[src/rtl/pipeline_hazard_ctrl.sv]
// ---------------------------------------------------------------------------
// pipeline_hazard_ctrl
//   Stall/flush sequencer for the 5-stage pipeline. It works alongside the
//   forwarding unit and handles the cases that forwarding cannot cover:
//     - load-use hazard  : hold PC and IF/ID for one cycle, bubble into ID/EX
//     - taken branch     : flush IF/ID and ID/EX (wrong-path squash)
//     - memory busy      : freeze every stage register until MEM_Ready,
//                          with a watchdog that latches MemError on timeout
//   Outputs are Mealy: they are combinational from the state and the current
//   inputs, so a hazard is acted on in the same cycle it becomes visible.
//
// Parameters
//   ZERO_REG    register index hard-wired to zero (never a hazard source)
//   MEM_TIMEOUT maximum wait-counter value in MEM_WAIT before ERROR (>= 1)
//   CNT_W       width of the saturating stall-cycle counter
//
// Ports
//   clk            in   pipeline clock, rising edge
//   reset          in   synchronous, active-high
//   IF_ID_Ra       in   first source register of the ID instruction
//   IF_ID_Rb       in   second source register of the ID instruction
//   IF_ID_UsesRb   in   ID instruction reads Rb
//   ID_EX_MemRead  in   EX instruction is a load
//   ID_EX_Rw       in   destination register of the EX instruction
//   EX_BranchTaken in   EX branch resolved taken this cycle
//   MEM_Req        in   MEM instruction accesses data memory
//   MEM_Ready      in   data memory completes this cycle
//   PCWrite        out  PC update enable
//   IF_ID_Write    out  IF/ID register enable
//   ID_EX_Bubble   out  zero control bits loaded into ID/EX
//   IF_ID_Flush    out  clear IF/ID
//   ID_EX_Flush    out  clear ID/EX
//   Freeze         out  hold every stage register, PC included
//   MemError       out  sticky watchdog error
//   StallCount     out  saturating count of stalled cycles
// ---------------------------------------------------------------------------
module pipeline_hazard_ctrl #(
  parameter int unsigned ZERO_REG    = 31,
  parameter int unsigned MEM_TIMEOUT = 64,
  parameter int unsigned CNT_W       = 16
) (
  input  logic             clk,
  input  logic             reset,
  input  logic [4:0]       IF_ID_Ra,
  input  logic [4:0]       IF_ID_Rb,
  input  logic             IF_ID_UsesRb,
  input  logic             ID_EX_MemRead,
  input  logic [4:0]       ID_EX_Rw,
  input  logic             EX_BranchTaken,
  input  logic             MEM_Req,
  input  logic             MEM_Ready,
  output logic             PCWrite,
  output logic             IF_ID_Write,
  output logic             ID_EX_Bubble,
  output logic             IF_ID_Flush,
  output logic             ID_EX_Flush,
  output logic             Freeze,
  output logic             MemError,
  output logic [CNT_W-1:0] StallCount
);

  localparam int unsigned WAIT_W = $clog2(MEM_TIMEOUT + 1);
  localparam logic [4:0]        ZR     = 5'(ZERO_REG);
  localparam logic [WAIT_W-1:0] WAIT_MAX = WAIT_W'(MEM_TIMEOUT);
  localparam logic [WAIT_W-1:0] WAIT_ONE = WAIT_W'(1);

  typedef enum logic [1:0] {
    S_RUN      = 2'd0,
    S_MEM_WAIT = 2'd1,
    S_ERROR    = 2'd2
  } state_t;

  state_t            r_state;
  state_t            w_state_nxt;
  logic [WAIT_W-1:0] r_wait;
  logic [WAIT_W-1:0] w_wait_nxt;
  logic [CNT_W-1:0]  r_stall_cnt;

  logic w_lu;         // load-use hazard visible this cycle
  logic w_normal;     // branch / load-use / default rules apply this cycle
  logic w_stall_inc;  // this cycle counts as a stalled cycle

  assign w_lu = ID_EX_MemRead && (ID_EX_Rw != ZR) &&
                ((ID_EX_Rw == IF_ID_Ra) || (IF_ID_UsesRb && (ID_EX_Rw == IF_ID_Rb)));

  always_comb begin
    PCWrite      = 1'b1;
    IF_ID_Write  = 1'b1;
    ID_EX_Bubble = 1'b0;
    IF_ID_Flush  = 1'b0;
    ID_EX_Flush  = 1'b0;
    Freeze       = 1'b0;
    MemError     = 1'b0;
    w_state_nxt  = r_state;
    w_wait_nxt   = r_wait;
    w_normal     = 1'b0;
    w_stall_inc  = 1'b0;

    case (r_state)
      S_RUN: begin
        if (MEM_Req && !MEM_Ready) begin
          Freeze      = 1'b1;
          PCWrite     = 1'b0;
          IF_ID_Write = 1'b0;
          w_state_nxt = S_MEM_WAIT;
          w_wait_nxt  = WAIT_ONE;
        end else begin
          w_normal = 1'b1;
        end
      end
      S_MEM_WAIT: begin
        if (MEM_Ready) begin
          // The completion cycle is never frozen; any branch held in EX
          // during the wait is acted on here.
          w_normal    = 1'b1;
          w_state_nxt = S_RUN;
          w_wait_nxt  = '0;
        end else begin
          Freeze      = 1'b1;
          PCWrite     = 1'b0;
          IF_ID_Write = 1'b0;
          if (r_wait == WAIT_MAX) begin
            w_state_nxt = S_ERROR;
          end else begin
            w_wait_nxt = r_wait + WAIT_ONE;
          end
        end
      end
      S_ERROR: begin
        Freeze      = 1'b1;
        PCWrite     = 1'b0;
        IF_ID_Write = 1'b0;
        MemError    = 1'b1;
      end
      default: begin
        w_state_nxt = S_RUN;
        w_wait_nxt  = '0;
      end
    endcase

    // Branch squashes the ID instruction, so a coincident load-use is moot.
    if (w_normal) begin
      if (EX_BranchTaken) begin
        IF_ID_Flush = 1'b1;
        ID_EX_Flush = 1'b1;
      end else if (w_lu) begin
        PCWrite      = 1'b0;
        IF_ID_Write  = 1'b0;
        ID_EX_Bubble = 1'b1;
      end
    end

    w_stall_inc = Freeze || ID_EX_Bubble;

    if (reset) begin
      PCWrite      = 1'b1;
      IF_ID_Write  = 1'b1;
      ID_EX_Bubble = 1'b0;
      IF_ID_Flush  = 1'b0;
      ID_EX_Flush  = 1'b0;
      Freeze       = 1'b0;
      MemError     = 1'b0;
      w_stall_inc  = 1'b0;
    end
  end

  always_ff @(posedge clk) begin
    if (reset) begin
      r_state     <= S_RUN;
      r_wait      <= '0;
      r_stall_cnt <= '0;
    end else begin
      r_state <= w_state_nxt;
      r_wait  <= w_wait_nxt;
      if (w_stall_inc && (r_stall_cnt != '1)) begin
        r_stall_cnt <= r_stall_cnt + 1'b1;
      end
    end
  end

  assign StallCount = r_stall_cnt;

endmodule

[config.mk]
export PLATFORM = sky130hd
export DESIGN_NAME = pipeline_hazard_ctrl
export DESIGN_NICKNAME = d
export VERILOG_FILES = /design/src/rtl/pipeline_hazard_ctrl.sv
export SDC_FILE = /design/constraint.sdc
export NUM_CORES = 1
export LEC_CHECK = 0
export CORE_ASPECT_RATIO = 0.6
export CORE_MARGIN = 1.5
export CORE_UTILIZATION = 40
export CTS_CLUSTER_SIZE = 24
export DETAILED_ROUTE_END_ITERATION = 6
export PLACE_DENSITY = 0.8
export SETUP_SLACK_MARGIN = 0.05
export SYNTH_ARGS = -nofsm -noshare
export SYNTH_HDL_FRONTEND = slang
export SYNTH_SLANG_ARGS = --single-unit
[constraint.sdc]
create_clock -name clk -period 4.9 [get_ports clk]
set_input_delay 0.98 -clock clk [delete_from_list [all_inputs] [get_ports clk]]
set_output_delay 0.98 -clock clk [all_outputs]
set_load 0.1 [all_outputs]
* Yosys cells after proc, flatten, opt, wreduce, memory -nomap -nowiden
Cells that the tools add are included.
** Word-level totals
- Register bits :: 25
- Bits of input ports :: 22
- Output and inout bits :: 23
** Cells by class
- $add $sub $neg :: 2
- Equality and inequality tests :: 10
- Multiplexer cells :: 30
- Bitwise gates (word level) :: 1
- Reduce and logical (&&, ||, !) cells :: 11
** Operators with widths (count)
- $mux W7 :: 3
- $pmux W7 S3 :: 1
- $mux W1 :: 19
- $add A16 B1 Y16 const B :: 1
- $ne A16 B16 Y1 const B :: 1
- $eq A5 B5 Y1 :: 2
- $add A7 B1 Y7 const B :: 1
- $eq A7 B7 Y1 const B :: 1
- $mux W2 :: 3
- $ne A3 B3 Y1 const B :: 2
- $pmux W1 S3 :: 2
- $pmux W2 S3 :: 1
- $reduce_and A3 Y1 :: 2
- $logic_and A1 B1 Y1 :: 5
- $ne A5 B5 Y1 const B :: 1
- $eq A2 B1 Y1 const B :: 1
- $eq A2 B2 Y1 const B :: 1
- $logic_not A2 Y1 :: 1
- $logic_or A1 B1 Y1 :: 2
- $ne A2 B2 Y1 const B :: 1
- $pmux W1 S2 :: 1
- $logic_not A1 Y1 :: 1
- $not A1 Y1 :: 1

* Longest topological paths before layout
Gate-level depths: netlist (run 1).
- Depth after elaboration :: 10
- Depth in mapped cells :: 9
- Mapped depth without buffers :: 7

* Worst setup path after synthesis (run 1)
Ideal clock, no wire load.
- Kind :: input to output
- From :: input port MEM_Ready
- To :: output port PCWrite
- Arrival time :: 2.913 ns
- Data required time :: 3.920 ns
- Setup slack :: 1.007 ns
- Stages on the path :: 5
- Path through :: o21bai_4 o21a_2 nor2_2 a21oi_4 buf_4
** On the way
- Cells in the longest elaborated chain, start to end :: 8
- Elaborated cells between the ends (all ways) :: 10
- Those cells by class :: 8 x mux; 2 x reduce/logical
** RTL lines
- start: declaration :: RTL line 51 : input logic MEM_Ready,
- $logic_not A1 Y1 :: RTL line 101 : if (MEM_Req && !MEM_Ready) begin
- $logic_and A1 B1 Y1 :: RTL line 101
- $mux W1
- $pmux W1 S3
- $mux W1 (2 in a row)
- $mux W1 (*) (2 in a row)
- end: declaration :: RTL line 52 : output logic PCWrite,
Mark *: on every way between the ends. The rest lies on a longest branch, timed or not.

* Worst setup path in the final report (run 1)
- From :: input port reset
- To :: output port IF_ID_Write
** On the way
- Cells in the longest elaborated chain, start to end :: 1
** RTL lines
- start: declaration :: RTL line 43 : input logic reset,
- $mux W1 :: RTL line 155 : if (reset) begin
- end: declaration :: RTL line 53 : output logic IF_ID_Write,
Every way passes these cells.

==> reports/results.ini, run 1 <==
[run_status]
status=complete, no violations

[pwr]
power.density_nw_per_um2=204.1
p_int_uw=296.7
peakVddDrop_uv=140.7
p_seq_share_pct=49.8
total_power_uw=419.2
clkPwrFrac_pct=29.2
power.net_switching_uw=122.5
p_leak_uw=0.0006792
swShare_pct=29.23
combPwrFrac_pct=20.9

[clock_network]
cts_made_buffers=3
cts.repair.resized=0
cts.path.max_buffers=2
cts_tree=yes
clockRootBuffer=clkbuf_8
post_cts_buffers=0
htree_levels=1
path_clk_slew_ns=0.08
cts.sinks=25
clk_latency_ns=0.27
hold_buffers=0

[layout]
fillers=355
multiInputGateArea_um2=984.7
area_delta_synth_final_pct=30.01
seqCellArea_um2=500.5
antennaDiodeCount=0
post-route-util_pct=55.19
instances_no_fill=281
nNetsFinal=260
drive_above_1_share_pct=11.54

[setup_path]
r2r-start=StallCount[0]
crit_fanout=28
slowest_delay_ns=0.46
worst_setup_path_end_kind=output pin
start_kind=primary input
crit_type=primary input to output pin
cp_common_cell=buf_4
required_ns=3.92
cp_data_arrival_time_ns=2.65
slowest_stage=clkdlybuf4s50_1
crit_start=reset
crit_chain=clkdlybuf4s50_1 > buf_4 > nor2_1 > nand2_1 > nor2_2 > a21oi_4 > buf_4

[detailed_routing]
dr_total_vias=1513
postRouteAntennaNets=0
wl_um=3547
avgViaCountPerCell=5.384
wl_per_cell_um=12.62
route.detailed.drc=0
dr.pass1.iters=4
drtIter0Drc=91

[synthesis]
synth_top_family_by_area=simple AND/OR/NAND/NOR gates
synthTopCellsByArea=dfxtp_1 (32%), xnor2_1 (6.1%), nor2_1 (4.5%)
syn-num-nets=218
synthFlopType=dfxtp_1
async_flop_share_pct=0
yosysMostFrequentCell=dfxtp_1
synth_compound_area_share_pct=22.57
yosys.cell_types.count=50
synthMuxAreaShare_pct=0
yosys_register_bits=25
synth_area_um2=1580
synth_top_area_share_pct=31.67
yosys.area_share.simple_pct=30.17
ys_warn_count=0
synth_largest_area_cell=dfxtp_1
yosys-top-cells-count=dfxtp_1 (25), nor2_1 (19), nand3_1 (13), a21oi_1 (12), nand2_1 (12)
synth-xor-area-share_pct=7.205
synth_adder_area_share_pct=2.375
synth_edf_count=0
syn_inst=193
ys_seq_area_share_pct=31.67
avgSynthCellArea_um2=8.188

[floorplan]
start_util_pct=42.45
core-area_um2=3722
pin_count=45
die_area_um2=4349
die_w_um=84.15
die_h_um=51.69
rows=17

[timing]
fmax_mhz=275.3
fin_worst_skew_ns=0.008264
layout_min_cycle_time_ns=3.632
worstMarginPinSlew_ns=0.9719
rsz0062_at_grt=false
fin_crit_sh_pct=74.12
finalHoldViolations=0
setup_ws_ns=1.268
tns_ns=0
setup_viol_count_final=0
maxSlewHeadroom_pct=35.00
slew_violations=0

[placement]
gp_congestion=0.7817
post-place-ws_ns=1.245
placed_cells=277
io_buffer_count=44
hpwl_um=2759

[min_path]
hold_path_startpoint=r_wait[6]
hold_path.class=register to register

[global_route]
top_usage_layer=met1
grt_use_met1_pct=25.02
grt_pass1_wl_um=5982
met2_usage_pct=24.93
use_met3_pct=4.603
grt_pass1_vias=1283
grt_max_degree=29
grt_usage_pct=17.13
overflow=0
antenna_found_initial=0

[run]
drv_cap=0

## flip-flops by register name, summed over array words and instances (netlist names)
| register | count |
|---|---|
| r_state | 2 |
| StallCount | 16 |
| r_wait | 7 |
## worst paths after layout
| kind | cells after the start | slack [ns] | end |
|---|---|---|---|
| min reg2reg | 1 | 0.49 | r_wait[6] |
| max | 7 | 1.27 | IF_ID_Write |
| max reg2reg | 7 | 2.61 | StallCount[3] |
| min | 1 | 0.49 | r_wait[6] |
## through the flow
step           area (µm²)  hold slack (ns)
2_1_floorplan        1580           0.4390
4_1_cts              2054           0.4906
6_report             2054           0.4948
3_3_place_gp         2008           0.4719
3_5_place_dp         2008           0.4740
5_1_grt              2054           0.5112
## critical path, delay by kind of cell
kind,cells,cell delay (ns)
AOI/OAI and AO/OA,1,0.26
buffers and inverters,3,1.10
and+or+nand+nor,3,0.32
## cell families (layout without fill, tap and decap cells)
logic type | after synthesis | after routing
and+or+nand+nor | 85 | 85
adders and majority gates | 3 | 3
DFF | 25 | 25
xor gates and xnor gates | 13 | 13
buffers and inverters | 17 | 58
AOI/OAI and AO/OA | 50 | 50
## power groups by stage
stage	sequential, µW	clock, µW	combinational [µW]
after floorplan	220	0	54.1
after global placement	213	0	87.2
after detailed placement	214	0	88.2
after CTS	209	127	88.4
after global routing	210	136	94.1
final	209	123	87.8
## cell type report
| type | instances | area share (%) |
|---|---|---|
| Sequential cell | 25 | 24.36 |
| Inverter | 9 | 1.644 |
| Tap cell | 47 | 2.862 |
| Multi-Input combinational cell | 151 | 47.93 |
| Clock inverter | 1 | 0.2436 |
| Timing Repair Buffer | 45 | 20.95 |
| Clock buffer | 3 | 2.010 |
## cell usage in the layout (no fill, tap or decap), types with 2 or more instances in the layout
master	instances
o31ai_1	3
nor2b_1	2
nand2_1	12
nor3b_1	3
and3_1	5
ha_1	3
or3_1	7
nor3_2	2
nor3_1	2
or4_1	2
nand3_1	13
nor2_2	2
xnor2_1	11
o21ai_1	8
a22oi_1	2
nand4_1	6
a31oi_1	4
xor2_1	2
nor4_1	3
inv_1	9
buf_4	8
clkdlybuf4s50_1	37
a21oi_1	12
dfxtp_1	25
nor2_1	19
clkbuf_8	3
a21oi_2	3
o41ai_1	2
o21ai_0	4
## routing by layer
metal	up-vias	routed length [µm]	share of wire [%]
met1	663	1922	54
met4	0	20	0.56
met5	-	0	0
met3	2	224	6.3
li1	798	-	-
met2	50	1379	39
Power figures use the tool's default switching activity.
==> run 2: changes to the inputs <==
--- a/config.mk
+++ b/config.mk
@@ -10,7 +10,7 @@
 export CORE_UTILIZATION = 40
 export CTS_CLUSTER_SIZE = 24
 export DETAILED_ROUTE_END_ITERATION = 6
-export PLACE_DENSITY = 0.8
+export PLACE_DENSITY = 0.83
 export SETUP_SLACK_MARGIN = 0.05
 export SYNTH_ARGS = -nofsm -noshare
 export SYNTH_HDL_FRONTEND = slang
==> constraint.sdc (replaced) <==
create_clock -name clk -period 3.3 [get_ports clk]
set_input_delay 0.66 -clock clk [delete_from_list [all_inputs] [get_ports clk]]
set_output_delay 0.66 -clock clk [all_outputs]
set_load 0.1 [all_outputs]
==> run 2 against run 1 <==
Clock-buffer cell count up 1; non-clock buffer count increased by 1; final area increased by 2.9%; clock skew down 0.0070 ns; sequential cell count unchanged; die area unchanged; critical endpoint unchanged; power up 52%; first-iteration DRC count is 16% lower; hold slack improved by 0.0072 ns; clock power increased by 49%.
==> reports/results.ini, run 2 (synthesis results as in run 1) <==
[global_route]
grt_usage_pct=17.69
grt_pass1_vias=1365
antenna_found_initial=0
grt_max_degree=27
overflow=0
grt_pass1_wl_um=6216

[layout]
final_common_cell=dfxtp_1
fillers=332
instances_no_fill=282
drive_above_1_share_pct=18.30
largest_reg_flops=16
nNetsFinal=261
area_delta_synth_final_pct=33.73
antennaDiodeCount=0
layout_common_cells=dfxtp_1 (25), clkdlybuf4s50_1 (21), nor2_1 (19), buf_4 (18), nand3_1 (13)

[clock_network]
cts.sinks=25
cts_made_buffers=3
cts.repair.resized=0
hold_buffers=0
clk_latency_ns=0.27
clockRootBuffer=clkbuf_8
path_clk_slew_ns=0.08
htree_levels=1
cts.path.max_buffers=2
cts_tree=yes
post_cts_buffers=0

[timing]
rsz0062_at_grt=false
fmax_mhz=342.4
worstMarginPinSlew_ns=0.8114
maxSlewHeadroom_pct=45.91
fin_crit_sh_pct=88.50
fin_worst_skew_ns=0.001308
slew_violations=0
layout_min_cycle_time_ns=2.920
tns_ns=0
finalHoldViolations=0
setup_viol_count_final=0

[placement]
placed_cells=278
io_buffer_count=44
gp_congestion=0.8364
hpwl_um=2862

[detailed_routing]
route.detailed.drc=0
wl_um=3696
dr.pass1.iters=4
avgViaCountPerCell=5.578
postRouteAntennaNets=0
wl_per_cell_um=13.11
drtIter0Drc=76
dr_total_vias=1573

[min_path]
hold_path.class=register to register

[setup_path]
path_buf_inv=2
required_ns=2.64
crit_fanout=8
cp_top_family=buffers and inverters
crit_type=primary input to output pin
slowest_stage=clkdlybuf4s50_1
crit_chain=clkdlybuf4s50_1 > nand3_1 > o21ai_1 > nor2_2 > a21oi_4 > buf_12
worst_setup_path_end_kind=output pin
cp_data_arrival_time_ns=2.26
slowest_delay_ns=0.53
start_kind=primary input

[pwr]
power.density_nw_per_um2=301.3
peakVddDrop_uv=252.3
p_leak_uw=0.0007420

[run_status]
status=complete, no violations

[floorplan]
die_h_um=51.69
die_area_um2=4349
pin_count=45
die_w_um=84.15
start_util_pct=42.45
core-area_um2=3722
rows=17

[run]
drv_cap=0

==> run 2: cell types whose count changed in the layout (fill, tap and decap cells not counted), sizes merged <==
cell / previous run / this run
clkbuf: 3 / 4
buf: 8 / 25
clkinv: 1 / 0
clkdlybuf4s50: 37 / 21
==> run 2: layer usage <==
metal	wire length, µm	vias up	global-route usage (%)
li1	-	799	-
met1	1822	722	23.38
met2	1634	50	29.60
met3	211	2	4.286
met4	27	0	4.098
met5	0	-	0
==> run 2: final timing paths <==
path / to / start / slack, ns / cells past startpoint
worst max-delay path: IF_ID_Write / ID_EX_Rw[1] / 0.38 / 6
worst min-delay path: r_wait[6] / r_wait[6] / 0.50 / 1
worst max register to register: StallCount[1] / StallCount[0] / 1.02 / 7
worst min register to register: r_wait[6] / r_wait[6] / 0.50 / 1
==> run 2: worst reg2reg max path, cell delays in order, from the launching register on <==
cell	delay, ns
dfxtp_1	0.45
ha_1	0.27
nand3_1	0.13
nor4_4	0.27
nor3_2	0.09
a21oi_2	0.64
nor2b_1	0.12
a31o_1	0.21
==> run 2: layout make-up <==
class                           count  area, µm²  share of cell area, %
Inverter                            9      33.78                  1.599
Timing Repair Buffer               46      485.5                  22.97
Sequential cell                    25      500.5                  23.68
Tap cell                           47      58.81                  2.783
Multi-Input combinational cell    151      989.7                  46.83
Clock buffer                        4      45.04                  2.131
==> run 2: stage by stage <==
stage | power [µW] | area, µm² | hold WS, ns | utilization (%) | worst slack [ns]
after floorplan | 407.5 | 1585 | 0.4390 | - | 0.3306
after global placement | 458.1 | 2068 | 0.4821 | 55.56 | 0.4349
after detailed placement | 461.3 | 2068 | 0.4824 | 55.56 | 0.3847
after CTS | 641.7 | 2113 | 0.4991 | 56.77 | 0.3839
after global routing | 663.0 | 2113 | 0.5277 | 56.77 | 0.2731
final | 636.8 | 2113 | 0.5020 | 56.77 | 0.3796
==> run 2: where the power goes <==
| part | switching, µW | internal, µW |
|---|---|---|
| Sequential | 5.36 | 305 |
| Clock | 96.6 | 86.5 |
| Combinational | 83.2 | 60.4 |
| Total | 185 | 452 |
==> run 3: changes to the inputs <==
--- a/config.mk
+++ b/config.mk
@@ -5,12 +5,13 @@
 export SDC_FILE = /design/constraint.sdc
 export NUM_CORES = 1
 export LEC_CHECK = 0
+export ABC_AREA = 1
 export CORE_ASPECT_RATIO = 0.6
 export CORE_MARGIN = 1.5
-export CORE_UTILIZATION = 40
+export CORE_UTILIZATION = 44
 export CTS_CLUSTER_SIZE = 24
 export DETAILED_ROUTE_END_ITERATION = 6
-export PLACE_DENSITY = 0.83
+export PLACE_DENSITY = 0.87
 export SETUP_SLACK_MARGIN = 0.05
 export SYNTH_ARGS = -nofsm -noshare
 export SYNTH_HDL_FRONTEND = slang
==> run 3 against run 2 <==
Critical endpoint is now PCWrite; clock power is essentially flat; maximum frequency up 6.6%; largest cell class unchanged; register-to-register slack gained 0.39 ns; first-iteration DRC count increased by 13%; power is 17% higher; global-route usage is 1.8 points higher; setup slack gained 0.18 ns; sequential share of layout area shrank 1.6 points; clock skew rose by 0.0032 ns; critical path depth rose by 2.
==> reports/results.ini, run 3 <==
[run_status]
status=complete, no violations

[floorplan]
die_w_um=84.08
start_util_pct=46.62
pin_count=45
die_area_um2=4342
rows=17
core-area_um2=3722
die_h_um=51.65

[timing]
whs_ns=0.4683
slew_violations=0
finalHoldViolations=0
tns_ns=0
maxSlewHeadroom_pct=78.36
rsz0062_at_grt=false
setup_viol_count_final=0
fin_worst_skew_ns=0.004466
layout_min_cycle_time_ns=2.739
worstMarginPinSlew_ns=0.3235
fin_crit_sh_pct=83.00
fmax_mhz=365.1

[pwr]
power.density_nw_per_um2=329.5
p_int_uw=477.2
p_leak_uw=0.001154
power.net_switching_uw=269.5
swShare_pct=36.09
p_seq_share_pct=43.6
clkPwrFrac_pct=24.3
peakVddDrop_uv=291.5
combPwrFrac_pct=32.2

[layout]
drive_above_1_share_pct=13.29
largest_reg_flops=16
nNetsFinal=357
fillers=333
final_common_cell=nand2_1
layout_common_cells=nand2_1 (86), nor2_1 (46), inv_1 (42), dfxtp_1 (25), clkdlybuf4s50_1 (21)
area_delta_synth_final_pct=30.57
post-route-util_pct=60.87
multiInputGateArea_um2=1016
antennaDiodeCount=0
seqCellArea_um2=500.5

[placement]
io_buffer_count=44
gp_congestion=0.8696
hpwl_um=3146

[synthesis]
synthFlopType=dfxtp_1
yosys.cell_types.count=28
synth_top_area_share_pct=28.84
synth_area_um2=1735
syn-num-nets=312
yosysMostFrequentCell=nand2_1
synth_largest_area_cell=dfxtp_1
yosys-top-cells-count=nand2_1 (86), nor2_1 (47), inv_1 (42), dfxtp_1 (25)
ys_warn_count=0
yosys_register_bits=25
synthTopCellsByArea=dfxtp_1 (29%), nand2_1 (19%), nor2_1 (10%)
async_flop_share_pct=0
ys_seq_area_share_pct=28.84
synth_edf_count=0
avgSynthCellArea_um2=6.047
syn_inst=287

[global_route]
antenna_found_initial=0
grt_usage_pct=19.49
overflow=0
grt_pass1_vias=1571
grt_max_degree=25
grt_pass1_wl_um=6920

[setup_path]
worst_setup_path_end_kind=output pin
r2r-start=StallCount[0]
required_ns=2.64
crit_fanout=7
reg2regPathDepth=10
cp_data_arrival_time_ns=2.08
crit_start=reset
crit_type=primary input to output pin
reg2reg_to=StallCount[2]
r2r_slack_ns=1.41
start_kind=primary input

[clock_network]
clk_latency_ns=0.27
hold_buffers=0
path_clk_slew_ns=0.09
htree_levels=1
post_cts_buffers=0
clockRootBuffer=clkbuf_8
cts_tree=yes
cts.path.max_buffers=2
cts_made_buffers=3
cts.repair.resized=0
cts.sinks=25

[detailed_routing]
drtIter0Drc=86
postRouteAntennaNets=0
wl_um=4038
wl_per_cell_um=10.68
avgViaCountPerCell=4.780
route.detailed.drc=0
dr_total_vias=1807
dr.pass1.iters=5

[run]
drv_cap=0

[min_path]
hold_path_startpoint=r_wait[4]
hold_path.class=register to register
min_delay_path_depth=2
hold_path_end=r_wait[4]

run 3: cell count changes in the layout (fill, tap and decap cells not counted), moves of 4 or more:
cell and change:
inv_1 +33, a21oi_1 +8, and3_1 -4, o21ai_1 -7, xnor2_1 -7, or3_1 -7, nand2_1 +74, nor2_1 +27
xor2_1 +4, nand3_1 +7
run 3: how the worst max path moves through the flow:
stage / endpoint / slack (ns)
2_1_floorplan: PCWrite / 0.25
3_3_place_gp: PCWrite / 0.59
3_5_place_dp: PCWrite / 0.55
4_1_cts: PCWrite / 0.55
5_1_grt: PCWrite / 0.44
6_report: PCWrite / 0.56
run 3: critical path, cell delays in order:
cell and delay (ns):
clkdlybuf4s50_1 0.66, nor2_1 0.10, nand3_1 0.09, nor2_1 0.04
nand2_1 0.12, nand2_4 0.06, inv_1 0.15, buf_12 0.20
run 3: stage by stage:
stage	area (µm²)	setup WS (ns)	cells	power, µW
floorplan	1743	0.2505	287	497.9
global placement	2221	0.5868	374	567.4
detailed placement	2221	0.5524	374	571.2
CTS	2266	0.5524	378	748.5
global route	2266	0.4357	378	781.1
finish	2266	0.5611	378	746.7
run 3: routing by layer:
layer,GRT usage (%),part of all wire (%)
met2,31.60,43
met5,0,0
met4,1.639,0.30
met1,27.67,51
met3,4.444,5.3
run 3: final cells by class:
type | instances | share of cell area, %
Timing Repair Buffer | 46 | 20.87
Sequential cell | 25 | 22.09
Multi-Input combinational cell | 210 | 44.84
Clock buffer | 4 | 1.988
Tap cell | 47 | 2.595
Inverter | 46 | 7.620
run 3: power by group through the flow:
stage | combinational, µW | sequential [µW] | clock [µW]
6_report | 240 | 325 | 181
5_1_grt | 258 | 327 | 196
4_1_cts | 241 | 325 | 183
3_5_place_dp | 239 | 332 | 0
3_3_place_gp | 235 | 332 | 0
2_1_floorplan | 108 | 390 | 0
run 3: cells by family after synthesis:
logic type	synth area share [%]
simple gates	43.62
buf+inv	13.05
compound gates	7.282
flops	28.84
xor+xnor	5.047
fa+ha+maj	2.163
==> edit: new RTL, config.mk and constraints of run 2 <==
Set the parameter `MEM_TIMEOUT` to 128 (it was 64).
--- a/src/rtl/pipeline_hazard_ctrl.sv
+++ b/src/rtl/pipeline_hazard_ctrl.sv
@@ -37,5 +37,5 @@
 module pipeline_hazard_ctrl #(
   parameter int unsigned ZERO_REG    = 31,
-  parameter int unsigned MEM_TIMEOUT = 64,
+  parameter int unsigned MEM_TIMEOUT = 128,
   parameter int unsigned CNT_W       = 16
 ) (
Formal check against the unedited RTL: no difference found for any inputs over 10 cycles, from zero or initial values and one cycle with reset high; that may be too few to reach the edited logic, so the function may still have changed.
==> edit against run 2 <==
Setup slack lost 0.089 ns. Non-clock buffer count shrank 1. Power grew 14%. Largest cell class unchanged. Largest power group unchanged. Critical path depth is the same. Sequential cell count grew 1. Synthesized area shrank 4.0%. Design area shrank 1.7%. Global-route usage grew 0.97 points. Highest routed layer unchanged. Routed wire length grew 3.7%.
==> edit: results <==
synthesis:
  synth_warnings: 0
  async_reset_ff_share_pct: 0
  yosysSeqAreaShare_pct: 34.3
  synth_area_leaders: "dfxtp_1 (34%), xor2_1 (8.1%), a21oi_1 (5.0%)"
  ys_types: 42
  synthTopCellsByCount: "dfxtp_1 (26), nor2_1 (20), a21oi_1 (15), xor2_1 (14), o21ai_1 (12)"
  syn_avg_cell_area_um2: 8.20
  syn_nets: 210
cells_and_area:
  fillers: 331
  largest_register_ffs: 16
  drive_gt1_share_pct: 14.2
  fin_nets: 252
  final_cells: 273
clocking:
  clockBufferDepth: 2
  ctsResizeCount: 0
  numCtsBuffers: 3
  clk_pin_slew_ns: 0.10
  post_cts_buffers: 0
  cts_max_level: 1
power:
  p_leak_uw: 0.000776
  ir_worst_vdd_uv: 247
setup_path:
  arrival_ns: 2.35
  critPathSlowestCell: "clkdlybuf4s50_1"
  reg2reg_depth: 7
  slowest_delay_ns: 0.56
  cp_max_fo: 11
  reg2reg_to: "StallCount[1]"
  critical-path-top-delay-family: "buffers and inverters"
  r2r_setup_slack_ns: 0.66
timing:
  slew_headroom_pct: 53.9
  hold_viol: 0
  finClkSkew_ns: 0.0135
placed_design:
  port_buffers: 44
  gp_congestion: 0.825
  dpl.hpwl_mm: 2.89
  post_dp_cell_area_um2: 2010
routing:
  met2_length_mm: 1.66
  wl_per_cell_um: 14.0
  dr.pass1.iters: 5
  drt-met1-wl_mm: 1.92
  drtIter0Drc: 105
  via_per_inst: 5.46
  met3WireLength_um: 196
global_route:
  grt_use_total_pct: 18.7
  grt_use_met3_pct: 5.82
  grt_pass1_vias: 1312
  grt_pass1_wl_mm: 6.00
  grt_util_met2_pct: 26.4
  grt_max_degree: 21
  grt.met1_usage_pct: 27.1
outcome:
  outcome: "finished clean"
hold_path:
  min-delay-start: "StallCount[15]"
  whs_path_depth: 2
  hp-class: "register to register"
  worstHoldEndpoint: "StallCount[15]"
-- edit: worst reg2reg max path: stages (launching register included) --
cell and delay, ns:
dfxtp_1 0.41, ha_1 0.22, nand3_1 0.16, or4_1 0.66
o21ai_2 0.19, o31a_1 0.60, mux2i_1 0.26, nor2_1 0.05
-- edit: worst max-delay path by stage --
stage	start	end	slack, ns	cells after the start
6_report	ID_EX_Rw[4]	PCWrite	0.29	6
5_1_grt	ID_EX_Rw[3]	ID_EX_Bubble	0.18	6
4_1_cts	ID_EX_Rw[4]	PCWrite	0.31	6
3_5_place_dp	ID_EX_Rw[3]	StallCount[8]	0.27	7
3_3_place_gp	ID_EX_Rw[4]	PCWrite	0.34	6
2_1_floorplan	reset	PCWrite	-0.09	6
-- edit: cell families (layout without fill, tap and decap cells) --
group	count (synthesis)	after routing	share of synthesized area, %
AOI/OAI and AO/OA	44	44	17.9
xor gates and xnor gates	17	17	9.82
adders and majority gates	3	3	2.48
buffers and inverters	16	57	6.68
DFF	26	26	34.3
muxes	1	1	0.660
and+or+nand+nor	78	78	28.1
-- edit: final cells by class --
cell class | count | area [um2] | share of cell area, %
Sequential cell | 26 | 520 | 25.1
Tap cell | 47 | 58.8 | 2.83
Timing Repair Buffer | 45 | 478 | 23.0
Clock inverter | 1 | 30.0 | 1.45
Clock buffer | 3 | 41.3 | 1.99
Inverter | 8 | 30.0 | 1.45
Multi-Input combinational cell | 143 | 918 | 44.2
-- edit: per-stage QoR --
step                setup WS, ns  hold slack (ns)
floorplan                -0.0852            0.471
global placement           0.342            0.484
detailed placement         0.275            0.506
CTS                        0.310            0.521
global route               0.178            0.564
finish                     0.290            0.520
-- edit: power breakdown --
part	switching, uW	leakage, uW	internal, uW
Sequential	5.85	0.000210	317
Combinational	76.9	0.000530	56.2
Clock	106	0.0000357	162
Total	189	0.000776	536
